`src/rtl/sseg_scan_ctrl.sv`:
```
// ----------------------------------------------------------------------------
// sseg_scan_ctrl
//
// Time-multiplexed scan controller for a 4-digit common-anode seven-segment
// display. Each digit gets a slot of PRESCALE clocks: BLANK clocks with all
// anodes off (anti-ghosting), then PRESCALE-BLANK clocks showing the digit.
// New values arrive over a valid/ready handshake into a one-entry pending
// buffer and are copied to the shown value only at a frame boundary (or
// while the scan is off), so a frame never mixes two values.
//
// Ports:
//   clk         system clock, all logic on posedge
//   rst         asynchronous active-high reset
//   en          scan enable; 0 = display dark
//   upd_valid   new value offered
//   upd_ready   controller can accept a new value (registered)
//   upd_bcd     BCD digits, [3:0] ones .. [15:12] thousands
//   upd_dp      decimal point per digit, 1 = lit, bit i = digit i
//   lz_sup      leading-zero suppression enable (sampled live)
//   digit_code  nibble to BCD-to-segment decoder, 4'hF = blank
//   dp          decimal point, active-low
//   an          anodes, active-low, digit i = bit i
//   frame_done  one-cycle pulse after the last show cycle of digit 3
// ----------------------------------------------------------------------------
module sseg_scan_ctrl #(
    parameter int PRESCALE = 100000,  // clocks per digit slot, must exceed BLANK
    parameter int BLANK    = 1000     // blank clocks at slot start, 0 = none
) (
    input  logic        clk,
    input  logic        rst,
    input  logic        en,
    input  logic        upd_valid,
    output logic        upd_ready,
    input  logic [15:0] upd_bcd,
    input  logic [3:0]  upd_dp,
    input  logic        lz_sup,
    output logic [3:0]  digit_code,
    output logic        dp,
    output logic [3:0]  an,
    output logic        frame_done
);

    localparam int CW       = (PRESCALE > 1) ? $clog2(PRESCALE) : 1;
    localparam int SHOW_LEN = PRESCALE - BLANK;

    localparam logic [CW-1:0] BLANK_LAST = CW'((BLANK > 0) ? BLANK - 1 : 0);
    localparam logic [CW-1:0] SHOW_LAST  = CW'(SHOW_LEN - 1);

    typedef enum logic [1:0] {
        S_OFF,
        S_BLANK,
        S_SHOW
    } state_t;

    // With no blanking, every slot starts directly in SHOW.
    localparam state_t SLOT_START = (BLANK > 0) ? S_BLANK : S_SHOW;

    state_t        state_q, state_d;
    logic [CW-1:0] cnt_q, cnt_d;
    logic [1:0]    idx_q, idx_d;

    logic [15:0]   active_bcd_q, active_bcd_d;
    logic [3:0]    active_dp_q, active_dp_d;
    logic [15:0]   pend_bcd_q, pend_bcd_d;
    logic [3:0]    pend_dp_q, pend_dp_d;
    logic          full_q, full_d;
    logic          upd_ready_q, upd_ready_d;

    logic [3:0]    an_q, an_d;
    logic [3:0]    code_q, code_d;
    logic          dp_q, dp_d;
    logic          frame_done_q, frame_done_d;

    logic          transfer;
    logic          boundary;
    logic          commit;

    // Decoder code for one digit. A digit is blanked under suppression when
    // it and every more significant digit are zero; the ones digit always
    // shows. Non-BCD nibbles pass through untouched.
    function automatic logic [3:0] digit_sel(input logic [15:0] v,
                                             input logic [1:0]  i,
                                             input logic        lz);
        logic [3:0] nib;
        logic       zero_above;
        nib        = v[4*i +: 4];
        zero_above = 1'b0;
        case (i)
            2'd3:    zero_above = (v[15:12] == 4'h0);
            2'd2:    zero_above = (v[15:8]  == 8'h00);
            2'd1:    zero_above = (v[15:4]  == 12'h000);
            default: zero_above = 1'b0;
        endcase
        return (lz && zero_above) ? 4'hF : nib;
    endfunction

    always_comb begin
        // NOTE: every signal written here gets a default first so no path
        // leaves it unassigned, which would otherwise infer a latch.
        state_d      = state_q;
        cnt_d        = cnt_q;
        idx_d        = idx_q;
        frame_done_d = 1'b0;
        boundary     = 1'b0;

        transfer = upd_valid && upd_ready_q;

        if (!en) begin
            // Abandon any partial frame; no frame_done for it.
            state_d = S_OFF;
            cnt_d   = '0;
            idx_d   = 2'd0;
        end else begin
            case (state_q)
                S_OFF: begin
                    state_d = SLOT_START;
                    cnt_d   = '0;
                    idx_d   = 2'd0;
                end
                S_BLANK: begin
                    if (cnt_q == BLANK_LAST) begin
                        state_d = S_SHOW;
                        cnt_d   = '0;
                    end else begin
                        cnt_d = cnt_q + CW'(1);
                    end
                end
                S_SHOW: begin
                    if (cnt_q == SHOW_LAST) begin
                        state_d = SLOT_START;
                        cnt_d   = '0;
                        idx_d   = idx_q + 2'd1;
                        if (idx_q == 2'd3) begin
                            boundary     = 1'b1;
                            frame_done_d = 1'b1;
                        end
                    end else begin
                        cnt_d = cnt_q + CW'(1);
                    end
                end
                default: begin
                    state_d = S_OFF;
                    cnt_d   = '0;
                    idx_d   = 2'd0;
                end
            endcase
        end

        // A transfer needs full=0 and a commit needs full=1, so the two
        // never collide on the same cycle.
        commit = full_q && (boundary || (state_q == S_OFF));

        active_bcd_d = active_bcd_q;
        active_dp_d  = active_dp_q;
        pend_bcd_d   = pend_bcd_q;
        pend_dp_d    = pend_dp_q;
        full_d       = full_q;

        if (transfer) begin
            pend_bcd_d = upd_bcd;
            pend_dp_d  = upd_dp;
            full_d     = 1'b1;
        end
        if (commit) begin
            active_bcd_d = pend_bcd_q;
            active_dp_d  = pend_dp_q;
            full_d       = 1'b0;
        end

        upd_ready_d = !full_d;

        // Outputs are derived from next-state values so the registered
        // outputs line up with the state they belong to; this also lets a
        // freshly committed value show on the first digit of the new frame.
        an_d   = 4'hF;
        code_d = 4'hF;
        dp_d   = 1'b1;
        if (state_d == S_SHOW) begin
            an_d   = ~(4'b0001 << idx_d);
            code_d = digit_sel(active_bcd_d, idx_d, lz_sup);
            dp_d   = ~active_dp_d[idx_d];
        end
    end

    // NOTE: sequential state uses non-blocking assignments so every register
    // samples the pre-edge values regardless of statement order.
    always_ff @(posedge clk or posedge rst) begin
        if (rst) begin
            state_q      <= S_OFF;
            cnt_q        <= '0;
            idx_q        <= 2'd0;
            active_bcd_q <= 16'h0000;
            active_dp_q  <= 4'h0;
            pend_bcd_q   <= 16'h0000;
            pend_dp_q    <= 4'h0;
            full_q       <= 1'b0;
            upd_ready_q  <= 1'b1;
            an_q         <= 4'hF;
            code_q       <= 4'hF;
            dp_q         <= 1'b1;
            frame_done_q <= 1'b0;
        end else begin
            state_q      <= state_d;
            cnt_q        <= cnt_d;
            idx_q        <= idx_d;
            active_bcd_q <= active_bcd_d;
            active_dp_q  <= active_dp_d;
            pend_bcd_q   <= pend_bcd_d;
            pend_dp_q    <= pend_dp_d;
            full_q       <= full_d;
            upd_ready_q  <= upd_ready_d;
            an_q         <= an_d;
            code_q       <= code_d;
            dp_q         <= dp_d;
            frame_done_q <= frame_done_d;
        end
    end

    assign upd_ready  = upd_ready_q;
    assign an         = an_q;
    assign digit_code = code_q;
    assign dp         = dp_q;
    assign frame_done = frame_done_q;

endmodule

```
`config.mk`:
```
export PLATFORM = sky130hd
export DESIGN_NAME = sseg_scan_ctrl
export DESIGN_NICKNAME = d
export VERILOG_FILES = /design/src/rtl/sseg_scan_ctrl.sv
export SDC_FILE = /design/constraint.sdc
export NUM_CORES = 1
export LEC_CHECK = 0
export CORE_MARGIN = 4
export CORE_UTILIZATION = 30
export CTS_BUF_LIST = sky130_fd_sc_hd__clkbuf_4
export DETAILED_ROUTE_END_ITERATION = 6
export GPL_TIMING_DRIVEN = 0
export HOLD_SLACK_MARGIN = 0.05
export PLACE_DENSITY_LB_ADDON = 0.12
export SETUP_SLACK_MARGIN = 0.05
export SLEW_MARGIN = 20
export SYNTH_ARGS = -nofsm -noshare
export SYNTH_HDL_FRONTEND = slang
export SYNTH_SLANG_ARGS = --single-unit
```
`constraint.sdc`:
```
create_clock -name clk -period 9 [get_ports clk]
set_input_delay 1.35 -clock clk [delete_from_list [all_inputs] [get_ports clk]]
set_output_delay 1.35 -clock clk [all_outputs]
set_load 0.01 [all_outputs]
```
## Yosys cells after proc, flatten, opt, wreduce, memory -nomap -nowiden

Cells that the tools add are included.
W data, S select, Z words.

- Register bits after elaboration: 73
- Input bits: 25
- Output and inout port bits: 11
- Word-level logic and storage cells: 65

- Add/sub/neg operators: 2
- $lt $le $gt $ge: 1
- Equal/unequal tests: 9
- Shift-type cells: 2
- Mux-type cells: 27
- Bitwise logic cells: 2
- Reductions and logical operators: 9

Operators with widths:

| cell | number |
|---|---|
| $mux W17 | 3 |
| $pmux W17 S2 | 1 |
| $add A17 B1 Y17 const B | 1 |
| $eq A17 B10 Y1 const B | 1 |
| $eq A17 B17 Y1 const B | 1 |
| $mux W16 | 1 |
| $mux W4 | 4 |
| $shiftx A16 B5 Y4 | 1 |
| $logic_not A12 Y1 | 1 |
| $eq A2 B2 Y1 const B | 5 |
| $mux W2 | 5 |
| $mux W1 | 9 |
| $logic_not A8 Y1 | 1 |
| $pmux W2 S3 | 1 |
| $eq A2 B1 Y1 const B | 2 |
| $logic_not A4 Y1 | 1 |
| $not A4 Y4 | 1 |
| $pmux W2 S2 | 1 |
| $shl A1 B2 Y4 const A | 1 |
| $logic_and A1 B1 Y1 | 3 |
| $lt A2 B3 Y1 const B | 1 |
| $pmux W1 S3 | 1 |
| $add A2 B1 Y2 const B | 1 |
| $bmux W1 S2 | 1 |
| 4 further kinds | 4 |

## Logic depth before layout (Yosys ltp)

Gate-level depths: netlist of run 1.

- Depth after elaboration: 14
- Depth in mapped cells: 11
- Gate-level depth less buffers: 9

## Worst setup path after synthesis of run 1

Ideal clock, no wire load.

- Path kind: flip-flop to flip-flop
- Start point: register cnt_q[0]
- End point: register dp_q (netlist: dp)
- Setup time: 0.066 ns
- Arrival: 2.802 ns
- Required time: 8.934 ns
- Setup slack: 6.133 ns
- Stages on the path, launching flop included: 9
- Path buffers: 0
- Period minus slack after synthesis: 2.867 ns
- Cell sequence: dfrtp_1 ha_1 or4b_4 or4_4 mux2_4 nor2_4 mux2_2 mux2_2 nand3_1

- Word-level cells in the longest chain between the ends: 11
- Elaborated cells between the ends (all ways): 20
- Classes of those cells: 3 x eq/ne; 14 x mux; 1 x bitwise; 2 x reduce/logical

Ends and longest elaborated chain:

| element | line | text |
|---|---|---|
| start, declared | 59 | `logic [CW-1:0] cnt_q, cnt_d;` |
| start signal, assigned | 204 | `cnt_q <= cnt_d;` |
| $eq A17 B17 Y1 | 129 | `if (cnt_q == SHOW_LAST) begin` |
| $mux W1 | 129 |  |
| $mux W1 | 114 | `case (state_q)` |
| $mux W1 | 108 | `if (!en) begin` |
| $logic_or A1 B1 Y1 | 151 | `commit = full_q && (boundary \|\| (state_q == S_OFF));` |
| $logic_and A1 B1 Y1 | 151 |  |
| $mux W4 | 164 | `if (commit) begin` |
| $bmux W1 S2 | 181 | `dp_d = ~active_dp_d[idx_d];` |
| $mux W1 (implied by the code) | 181 |  |
| $not A1 Y1 | 181 |  |
| $mux W1 * | 178 | `if (state_d == S_SHOW) begin` |
| named net dp_d | 71 | `logic dp_q, dp_d;` |
| end signal, assigned | 214 | `dp_q <= dp_d;` |
| end, declared | 71 |  |

Mark *: on every way through the listed nets, which the timed path passes. The rest lies on a longest branch. The select of a mux whose other input is x is not followed.
A chain may end at the register's enable or synchronous reset.

## Worst setup path after layout of run 1

- Start point: input port en
- End point: register code_q[3] (netlist: digit_code[3])

- Word-level cells in the longest chain between the ends: 10
- Elaborated cells between the ends (all ways): 19
- Classes of those cells: 4 x eq/ne; 1 x shift; 8 x mux; 6 x reduce/logical

Ends and longest elaborated chain:

| element | line | text |
|---|---|---|
| start, declared | 31 | `input logic en,` |
| $mux W1 | 108 |  |
| $logic_or A1 B1 Y1 | 151 |  |
| $logic_and A1 B1 Y1 | 151 |  |
| $mux W16 | 164 |  |
| $logic_not A12 Y1 (tied with other cells) | 91 | `2'd1: zero_above = (v[15:4] == 12'h000);` |
| $pmux W1 S3 | 88 | `case (i)` |
| $mux W1 | 178 |  |
| $logic_and A1 B1 Y1 | 94 | `return (lz && zero_above) ? 4'hF : nib;` |
| $mux W4 | 94 |  |
| $mux W4 * | 178 |  |
| named net code_d[3] | 70 | `logic [3:0] code_q, code_d;` |
| end signal, assigned | 213 | `code_q <= code_d;` |
| end, declared | 70 |  |

Marks and branches as above.

==> summary.md, run 1 <==
| Metric | Value |
|---|---|
| CTS Sinks | `73` |
| Core Region | `roughly 11,000 um^2` |
| Asr flop ratio synth | `100%` |
| Worst-path clk slew | `between 0.1 and 0.15 ns` |
| Worst-case clock skew | `0.0163 ns` |
| Net Sw Power | `244 uW` |
| R2R Setup Slk | `5.70 ns` |
| CTS Hold Bufs | `0` |
| Total setup buffers inserted after CTS | `0` |
| Power Total | `904 uW` |
| Die ar. | `13,000 um^2` |
| MaxCap Viol Count | `0` |
| Sequential power share | `49.4%` |
| Worst IR drop on VDD | `0.0000796 V` |
| Initial core utilization | `30.8%` |
| Vias/cell | `4.68` |
| Port Buf Inserts | `35` |
| Area occupied by multi-input gates | `1440 um^2` |
| CTS tree | `done` |
| Yosys warning total | `0` |
| Via count | `2,126` |
| Placed inst area | `3930 um^2` |
| Inserted Diodes | `0` |
| CP Capture Type | `flip-flop` |
| P_leak | `1.64 nW` |
| Fin Setup TNS | `0 ns` |
| Min Clock Period, post-route | `~3.4 ns` |
| Die Span Y | `114 um` |
| Fmax | `296 MHz` |
| Worst Tran Pin Value | `around 0.67 ns` |
| Worst Hold Class | `flip-flop to flip-flop` |
| Pin count of the biggest net entering global routing | `46` |
| Crit Path Class | `primary input to flip-flop` |
| RSZ-0062 raised after global routing | `no` |
| Synth cell types | `50` |
| Routability cong. | `0.768` |
| Synth-to-Final Area Change | `21.9%` |
| Initial antenna violation count | `0` |
| Clk network pwr share | `28.7%` |
| Iter 0 DRT Violations | `100` |
| Crit path DAT | `3.68 ns` |
| First-pass GRT wire length | `11,600 um` |
| Gate count of the mapped netlist | `262` |
| Max-slew violations | `0` |
| Outcome | `completed` |
| Site Rows | `38` |
| Later-pin clock latency in the skew report | `approximately 0.4 ns` |
| Clk buf depth | `2` |
| Post-DP HPWL | `around 5000 um` |
| Ports | `36` |
| Mapped Nets | `just under 300` |
| CTS resizes | `0` |
| Crit path required time | `around 9.3 ns` |
| Finished Cell Area | `4110 um^2` |
| Vias in the first global route | `2,196` |
| Final ANT Viol Nets | `0` |
| Relative slew slack | `55.4%` |
| Final Hold Fails | `0` |
| Initial DRT Pass Iterations | `4` |
| Final setup violating endpoints | `0` |
| Seq/Total Area, Yosys | `54.5%` |
| Crit start category | `primary input` |
| Maximum fanout along the worst path | `10` |
| Synth Area per Inst | `12.9 um^2` |
| Net Sw Frac | `27.0%` |
| Comb power frac | `21.9%` |
| Pwr dens | `220 nW/um^2` |
| Synth Flop Type | `dfrtp_1` |
| Synth Cell Area | `between 3000 and 4000 um^2` |
| Cell Int Power | `roughly 660 uW` |
| All-Layer GR Usage | `11.6%` |
| Flip-flop and latch area | `1840 um^2` |
| Crit share post-route | `a little under two fifths` |
| Synthesized flop and latch total | `73` |
| H-tree levels | `3` |
| Drc violations | `0` |
| Num CTS Buffers | `9` |
| Die Wd | `114 um` |
| Hold WS | `0.487 ns` |
| Root buffer cell | `clkbuf_4` |
| Share of post-route cells with drive strength above 1 | `26.4%` |
| Wirelength, routed | `6940 um` |
| Routed wire per std cell | `15.3 um` |
| Fillers | `between 1,000 and 1,500` |
| Final nets | `340` |
| Post-synth EDFFs | `0` |
| GR Overflow Total | `0` |
critical path: stages:
cell	delay [ns]
clkdlybuf4s50_1	0.55
and3_1	0.23
nand2_1	0.10
o21ai_4	0.25
buf_6	0.20
buf_6	0.18
mux2i_1	0.38
a41oi_2	0.23
o211ai_1	0.20
state kept, by name, summed over array words and instances, names as in the netlist:
register and cells:
active_bcd_q 16, active_dp_q 4, an 4, cnt_q 17, digit_code 4, dp 1, frame_done 1, full_q 1
idx_q 2, pend_bcd_q 16, pend_dp_q 4, state_q 2, upd_ready 1
layout by cell type, fill, tap and decap left out, types with 8 or more instances in the layout:
cell and instances:
dfstp_2 10, clkdlybuf4s50_1 35, dfrtp_1 63, clkbuf_4 11
mux2_2 34, o211ai_1 8, nor2_1 19, inv_1 9
nand2_1 15, xor2_1 11
per-stage QoR:
step	cells	setup WS, ns	util (%)
after detailed placement	438	5.20	35.9
after floorplan	262	5.81	-
after global routing	454	5.51	37.6
after global placement	437	4.47	35.6
final	454	5.62	37.6
after CTS	454	5.65	37.6
cell type report:
cell class / count / area share [%]
flip-flops and latches: 73 / 44.7
multi-input cells: 172 / 35.0
repair buffers: 36 / 9.19
well taps: 140 / 4.26
clock inverters: 6 / 2.62
clock buffers: 10 / 1.83
plain buffers: 7 / 1.34
inverters: 10 / 0.974
layer usage:
layer | part of all wire, % | global-route usage [%]
met1 | 54 | 17.6
met2 | 40 | 15.3
met3 | 3.6 | 2.81
met4 | 1.8 | 5.23
met5 | 0 | 0
logic make-up after synthesis:
family / count (synthesis) / synth area share [%]
muxes: 49 / 16.8
adders and majority gates: 6 / 2.23
and+or+nand+nor: 77 / 13.2
xor gates and xnor gates: 16 / 4.16
DFF: 73 / 54.5
AOI/OAI and AO/OA: 24 / 6.31
buffers and inverters: 17 / 2.75
power groups by stage:
stage | Sequential, mW | Combinational (mW) | Clock, mW
detailed placement | 0.456 | 0.199 | 0
global placement | 0.453 | 0.198 | 0
CTS | 0.449 | 0.201 | 0.268
finish | 0.447 | 0.198 | 0.259
global route | 0.457 | 0.217 | 0.286
floorplan | 0.439 | 0.149 | 0
path summary, 6_finish.rpt:
kind | from | to | depth (start not counted)
max in group asynchronous | rst | upd_ready$_DFF_PP1_ | 3
min in group asynchronous | rst | cnt_q[9]$_DFF_PP0_ | 2
setup reg to reg | cnt_q[0]$_DFF_PP0_ | digit_code[3]$_DFF_PP1_ | 9
hold reg to reg | cnt_q[0]$_DFF_PP0_ | cnt_q[0]$_DFF_PP0_ | 1
hold / removal | cnt_q[0]$_DFF_PP0_ | cnt_q[0]$_DFF_PP0_ | 1
setup / recovery | en | digit_code[3]$_DFF_PP1_ | 9
cell usage after synthesis, types with 4 or more instances:
library cell   n  area share [%]
nand2_1       15             1.7
nor2_1        19             2.1
xor2_1        11             2.9
nor4_1         4            0.74
mux2_4         6             2.7
mux2i_1        6             1.8
o211ai_1       8             1.8
inv_1         10             1.1
nand4_1        4            0.74
ha_1           6             2.2
nand3_1        7             1.0
dfstp_2       10             7.8
xnor2_1        5             1.3
mux2_2        34              11
dfrtp_1       63              47
Power figures use the tool's default switching activity.
==> run 2: changes to the inputs <==
==> constraint.sdc (replaced) <==
create_clock -name clk -period 3.52 [get_ports clk]
set_input_delay 0.528 -clock clk [delete_from_list [all_inputs] [get_ports clk]]
set_output_delay 0.528 -clock clk [all_outputs]
set_load 0.01 [all_outputs]
==> summary.md, run 2 (synthesis results as in run 1) <==
| Metric | Value |
|---|---|
| Max-slew violations | `0 (unchanged)` |
| Most common cell after layout, fill and taps aside | `dfrtp_1 (unchanged)` |
| Die Span Y | `114 um (unchanged)` |
| Worst flop-to-flop path endpoint | `digit_code[3]$_DFF_PP1_ (unchanged)` |
| First-pass GRT wire length | `11,600 um (unchanged)` |
| Crit path DAT | `3.58 ns (was 3.68 ns)` |
| Inserted Diodes | `0 (unchanged)` |
| Fin Setup TNS | `0 ns (unchanged)` |
| P_leak | `1.64 nW (about the same)` |
| Vias in the first global route | `2,196 (unchanged)` |
| Wirelength, routed | `6950 um (was 6940 um)` |
| Crit share post-route | `93.1%` |
| Reg-to-reg critical path startpoint | `cnt_q[0]$_DFF_PP0_ (unchanged)` |
| GR Overflow Total | `0 (unchanged)` |
| Die Wd | `114 um (unchanged)` |
| CTS tree | `done (unchanged)` |
| Core Region | `10,900 um^2 (unchanged)` |
| Final ANT Viol Nets | `0 (unchanged)` |
| Placed Cells incl. Taps | `438 (unchanged)` |
| CTS Sinks | `73 (unchanged)` |
| Min Clock Period, post-route | `3.28 ns` |
| Fillers | `1,098 (was 1,097)` |
| Crit Path Class | `flip-flop to flip-flop (was primary input to flip-flop)` |
| MaxCap Viol Count | `0 (unchanged)` |
| Final setup violating endpoints | `0 (unchanged)` |
| Initial core utilization | `30.8% (unchanged)` |
| Worst-path clk slew | `0.12 ns (was 0.11 ns)` |
| Most frequent cells in the layout | `dfrtp_1 (63), clkdlybuf4s50_1 (35), mux2_2 (34) (unchanged)` |
| CP max stage delay | `0.59 ns (was 0.55 ns)` |
| RSZ-0062 raised after global routing | `no (unchanged)` |
| Area occupied by multi-input gates | `1440 um^2 (about the same)` |
| Worst Hold Class | `primary input to asynchronous set/reset pin (was flip-flop to flip-flop)` |
| Ports | `36 (unchanged)` |
| Final Hold Fails | `0 (unchanged)` |
| Power Total | `2.32 mW (was 904 uW)` |
| Path depth of the worst reg2reg path | `9 (unchanged)` |
| Synth-to-Final Area Change | `22.0% (was 21.9%)` |
| CTS Hold Bufs | `0 (unchanged)` |
| Fmax | `305 MHz` |
| H-tree levels | `3 (unchanged)` |
| Post-Layout Cell Count | `454 (unchanged)` |
| Maximum fanout along the worst path | `10 (unchanged)` |
| Drc violations | `0 (unchanged)` |
| Crit path required time | `3.82 ns (was 9.30 ns)` |
| Largest Register | `cnt_q (unchanged)` |
| Site Rows | `38 (unchanged)` |
| Num CTS Buffers | `9 (unchanged)` |
| Post-DP HPWL | `5000 um (unchanged)` |
| Worst-case clock skew | `0.0148 ns (was 0.0163 ns)` |
| Final Worst Setup Slack | `0.242 ns (was 5.62 ns)` |
| Clk buf depth | `2 (unchanged)` |
| Most repeated library cell on the critical path | `buf_6 (unchanged)` |
| Port Buf Inserts | `35 (unchanged)` |
| Vias/cell | `4.68 (about the same)` |
| DP Worst Slack | `0.206 ns (was 5.20 ns)` |
| Crit-path slowest cell | `or4_4 (was clkdlybuf4s50_1)` |
| Initial antenna violation count | `0 (unchanged)` |
| CP Cell Sequence | `ha_1, or4b_4, or4_4, o21ai_4, buf_6, buf_6, mux2i_1, a41oi_2, o211ai_1 (was clkdlybuf4s50_1, and3_1, nand2_1, o21ai_4, buf_6, buf_6, mux2i_1, a41oi_2, o211ai_1)` |
| R2R Setup Slk | `0.24 ns (was 5.70 ns)` |
| Initial DRT Pass Iterations | `4 (unchanged)` |
| Share of post-route cells with drive strength above 1 | `26.8% (was 26.4%)` |
| Routability cong. | `0.768 (unchanged)` |
| Routed wire per std cell | `15.3 um (about the same)` |
| Crit start category | `flip-flop (was primary input)` |
| Pin count of the biggest net entering global routing | `46 (unchanged)` |
| Worst Tran Pin Value | `0.669 ns (about the same)` |
| Later-pin clock latency in the skew report | `0.41 ns (about the same)` |
| CP Capture Type | `flip-flop (unchanged)` |
| All-Layer GR Usage | `11.6% (unchanged)` |
| Via count | `2,123 (was 2,126)` |
| Top Registers | `cnt_q: 17 flops, active_bcd_q: 16 flops, pend_bcd_q: 16 flops (unchanged)` |
| Root buffer cell | `clkbuf_4 (unchanged)` |
| Relative slew slack | `55.4% (about the same)` |
| Flip-flop and latch area | `1840 um^2 (unchanged)` |
| Final nets | `340 (unchanged)` |
| Pwr dens | `563 nW/um^2 (was 220 nW/um^2)` |
| Outcome | `completed (unchanged)` |
| Largest register FFs | `17 (unchanged)` |
| Iter 0 DRT Violations | `96 (was 100)` |
| Worst IR drop on VDD | `0.000203 V (was 0.0000796 V)` |
| Die ar. | `13,000 um^2 (unchanged)` |
## run 2: cell counts in the layout (fill, tap and decap cells not counted)
No cell type changed its count.
## run 2: area by class of cell
class                           count  area share [%]
Inverter                           10           0.973
Multi-Input combinational cell    172            35.1
Clock buffer                       10            1.82
Clock inverter                      6            2.62
Timing Repair Buffer               36            9.18
Tap cell                          140            4.26
Sequential cell                    73            44.7
Buffer                              7            1.34
## run 2: critical path: cells and delay by family (launching register included)
family	cells	cell delay, ns
AND/OR/NAND/NOR	2	1.08
buffers and inverters	2	0.38
multiplexers	1	0.36
AO/OA/AOI/OAI	3	0.72
flip-flops	1	0.40
adder cells (fa/ha/maj)	1	0.24
## run 2: per-stage QoR
stage	util, %	cell area, um^2	hold slack (ns)
after floorplan	-	3370	0.448
after global placement	35.6	3900	0.472
after detailed placement	35.9	3930	0.475
after CTS	37.6	4110	0.435
after global routing	37.6	4110	0.449
final	37.6	4110	0.452
## run 2: report_power, final
part           internal (mW)  total (mW)  leakage, nW  switching, mW
logic                  0.288       0.510        0.648          0.222
registers               1.04        1.14        0.892          0.106
clock network          0.365       0.662       0.0964          0.296
## run 2: layer usage
layer  track usage (%)  vias to the layer above  share of wire [%]
met5                 0                        -                  0
met4              5.23                        0                1.8
met3              2.81                       11                3.6
met2              15.3                       42                 40
met1              17.6                     1034                 54
li1                  -                     1036                  -
## run 2: worst max path at each step
stage | slack (ns) | start | end | depth (start not counted)
floorplan | 0.65 | cnt_q[0]$_DFF_PP0_ | dp$_DFF_PP1_ | 8
global placement | -0.18 | rst | pend_bcd_q[0]$_DFFE_PP0P_ | 2
detailed placement | 0.21 | cnt_q[0]$_DFF_PP0_ | digit_code[3]$_DFF_PP1_ | 9
CTS | 0.19 | cnt_q[0]$_DFF_PP0_ | digit_code[3]$_DFF_PP1_ | 9
global route | 0.07 | cnt_q[0]$_DFF_PP0_ | digit_code[3]$_DFF_PP1_ | 9
finish | 0.24 | cnt_q[0]$_DFF_PP0_ | digit_code[3]$_DFF_PP1_ | 9
## run 2: repair_timing
| action | in CTS | in global routing |
|---|---|---|
| gates resized for setup | 0 | 1 |
| setup buffers | 0 | 0 |
| endpoints found under the setup margin | 0 | 1 |
==> run 3: changes to the inputs <==
--- a/config.mk
+++ b/config.mk
@@ -11,7 +11,7 @@
 export DETAILED_ROUTE_END_ITERATION = 6
 export GPL_TIMING_DRIVEN = 0
 export HOLD_SLACK_MARGIN = 0.05
-export PLACE_DENSITY_LB_ADDON = 0.12
+export PLACE_DENSITY = 0.46
 export SETUP_SLACK_MARGIN = 0.05
 export SLEW_MARGIN = 20
 export SYNTH_ARGS = -nofsm -noshare
==> summary.md, run 3 (synthesis results as in run 1) <==
| Metric | Value |
|---|---|
| R2R Setup Slk | `0.25 ns (was 0.24 ns)` |
| Final setup violating endpoints | `0 (unchanged)` |
| CP Cell Sequence | `ha_1, or4b_4, or4_4, o21ai_4, buf_6, buf_6, mux2i_1, a41oi_2, o211ai_1 (unchanged)` |
| Largest Register | `cnt_q (unchanged)` |
| CTS Hold Bufs | `0 (unchanged)` |
| Num CTS Buffers | `9 (unchanged)` |
| Initial DRT Pass Iterations | `4 (unchanged)` |
| Initial core utilization | `30.8% (unchanged)` |
| Die ar. | `13,000 um^2 (unchanged)` |
| P_leak | `1.61 nW (was 1.64 nW)` |
| Min Clock Period, post-route | `3.27 ns (was 3.28 ns)` |
| MaxCap Viol Count | `0 (unchanged)` |
| CP max stage delay | `0.58 ns (was 0.59 ns)` |
| Largest register FFs | `17 (unchanged)` |
| CTS resizes | `0 (unchanged)` |
| Drc violations | `0 (unchanged)` |
| Worst flop-to-flop path endpoint | `digit_code[3]$_DFF_PP1_ (unchanged)` |
| Iter 0 DRT Violations | `74 (was 96)` |
| Final Hold Fails | `0 (unchanged)` |
| Worst-case clock skew | `0.0215 ns (was 0.0148 ns)` |
| Die Span Y | `114 um (unchanged)` |
| Power Total | `2.18 mW (was 2.32 mW)` |
| RSZ-0062 raised after global routing | `no (unchanged)` |
| GR Overflow Total | `0 (unchanged)` |
| Most frequent cells in the layout | `dfrtp_1 (63), clkdlybuf4s50_1 (35), mux2_2 (34) (unchanged)` |
| CP Capture Type | `flip-flop (unchanged)` |
| Port Buf Inserts | `35 (unchanged)` |
| CTS tree | `done (unchanged)` |
| Max-slew violations | `0 (unchanged)` |
| Core Region | `10,900 um^2 (unchanged)` |
| Synth-to-Final Area Change | `20.8% (was 22.0%)` |
| Vias in the first global route | `2,241 (was 2,196)` |
| Wirelength, routed | `6800 um (was 6950 um)` |
| Worst IR drop on VDD | `0.000230 V (was 0.000203 V)` |
| Crit-path slowest cell | `or4_4 (unchanged)` |
| Final ANT Viol Nets | `0 (unchanged)` |
| Pin count of the biggest net entering global routing | `44 (was 46)` |
| Worst Hold Class | `primary input to asynchronous set/reset pin (unchanged)` |
| Final Worst Setup Slack | `0.253 ns (was 0.242 ns)` |
| CTS Sinks | `73 (unchanged)` |
| Outcome | `completed (unchanged)` |
| Crit start category | `flip-flop (unchanged)` |
| Path depth of the worst reg2reg path | `9 (unchanged)` |
| Relative slew slack | `57.8% (was 55.4%)` |
| Crit path required time | `3.84 ns (was 3.82 ns)` |
| Pwr dens | `536 nW/um^2 (was 563 nW/um^2)` |
| Die Wd | `114 um (unchanged)` |
| Root buffer cell | `clkbuf_4 (unchanged)` |
| Routability cong. | `0.773 (was 0.768)` |
| Reg-to-reg critical path startpoint | `cnt_q[0]$_DFF_PP0_ (unchanged)` |
| Final nets | `340 (unchanged)` |
| Routed wire per std cell | `15.0 um (was 15.3 um)` |
| Hold WS | `0.447 ns (was 0.452 ns)` |
| Initial antenna violation count | `0 (unchanged)` |
| Post-DP HPWL | `4900 um (was 5000 um)` |
| Ports | `36 (unchanged)` |
| Crit Path Class | `flip-flop to flip-flop (unchanged)` |
| Share of post-route cells with drive strength above 1 | `26.4% (was 26.8%)` |
| All-Layer GR Usage | `11.6% (about the same)` |
| H-tree levels | `3 (unchanged)` |
| DP Worst Slack | `0.266 ns (was 0.206 ns)` |
| Fmax | `306 MHz (was 305 MHz)` |
| Vias/cell | `4.65 (was 4.68)` |
| Worst-path clk slew | `0.14 ns (was 0.12 ns)` |
| Top Registers | `cnt_q: 17 flops, active_bcd_q: 16 flops, pend_bcd_q: 16 flops (unchanged)` |
| Clk buf depth | `2 (unchanged)` |
| Later-pin clock latency in the skew report | `0.42 ns (was 0.41 ns)` |
| Worst Tran Pin Value | `0.630 ns (was 0.669 ns)` |
| Most repeated library cell on the critical path | `buf_6 (unchanged)` |
| First-pass GRT wire length | `11,800 um (was 11,600 um)` |
| Maximum fanout along the worst path | `10 (unchanged)` |
| Via count | `2,114 (was 2,123)` |
| Crit share post-route | `92.8% (was 93.1%)` |
| Total setup buffers inserted after CTS | `0 (unchanged)` |
| Most common cell after layout, fill and taps aside | `dfrtp_1 (unchanged)` |
| Crit path DAT | `3.59 ns (was 3.58 ns)` |
| Site Rows | `38 (unchanged)` |
-- run 3: cell types whose count changed in the layout (fill, tap and decap cells not counted), sizes merged --
cell,change
bufinv,-2
inv,+1
clkinvlp,+1
diode,+1
-- run 3: worst max path at each step --
stage,from,endpoint,cells past startpoint
floorplan,cnt_q[0]$_DFF_PP0_,dp$_DFF_PP1_,8
global placement,rst,pend_bcd_q[0]$_DFFE_PP0P_,2
detailed placement,cnt_q[0]$_DFF_PP0_,digit_code[3]$_DFF_PP1_,9
CTS,cnt_q[0]$_DFF_PP0_,digit_code[3]$_DFF_PP1_,9
global route,cnt_q[0]$_DFF_PP0_,digit_code[3]$_DFF_PP1_,9
finish,cnt_q[0]$_DFF_PP0_,digit_code[3]$_DFF_PP1_,9
-- run 3: layout make-up --
| class | count | area [um^2] |
|---|---|---|
| timing repair buffer | 36 | 378 |
| sequential | 73 | 1840 |
| clock inverter | 6 | 67.6 |
| fill | 1090 | 6860 |
| inverter | 10 | 40.0 |
| tap | 140 | 175 |
| multi-input combinational | 172 | 1440 |
| clock buffer | 10 | 75.1 |
| buffer | 7 | 55.1 |
| antenna | 1 | 2.50 |
-- run 3: metrics by stage --
| stage | utilization, % | cells | TNS (ns) | instance area [um^2] |
|---|---|---|---|---|
| final | 37.2 | 455 | 0 | 4070 |
| after global routing | 37.2 | 454 | 0 | 4070 |
| after CTS | 37.2 | 454 | 0 | 4070 |
| after detailed placement | 35.9 | 438 | 0 | 3930 |
| after global placement | 35.6 | 437 | -9.43 | 3900 |
| after floorplan | - | 262 | 0 | 3370 |
-- run 3: worst max-delay path: cells and delay by family (launching register included) --
kind,cells,cell delay (ns)
AND/OR/NAND/NOR,2,1.07
flip-flops,1,0.40
AO/OA/AOI/OAI,3,0.70
multiplexers,1,0.38
buffers and inverters,2,0.37
adder cells (fa/ha/maj),1,0.25
-- run 3: where the power goes --
part | internal (mW) | leakage [nW] | switching (mW)
clock | 0.227 | 0.0730 | 0.310
combinational | 0.285 | 0.647 | 0.226
sequential | 1.04 | 0.892 | 0.0977
total | 1.55 | 1.61 | 0.633
-- run 3: per-layer routing --
layer	track usage, %	vias up	share of wire, %
met1	18.0	1034	55
met5	0	-	0
met4	4.99	0	1.9
met3	2.18	9	3.0
li1	-	1036	-
met2	15.5	35	41
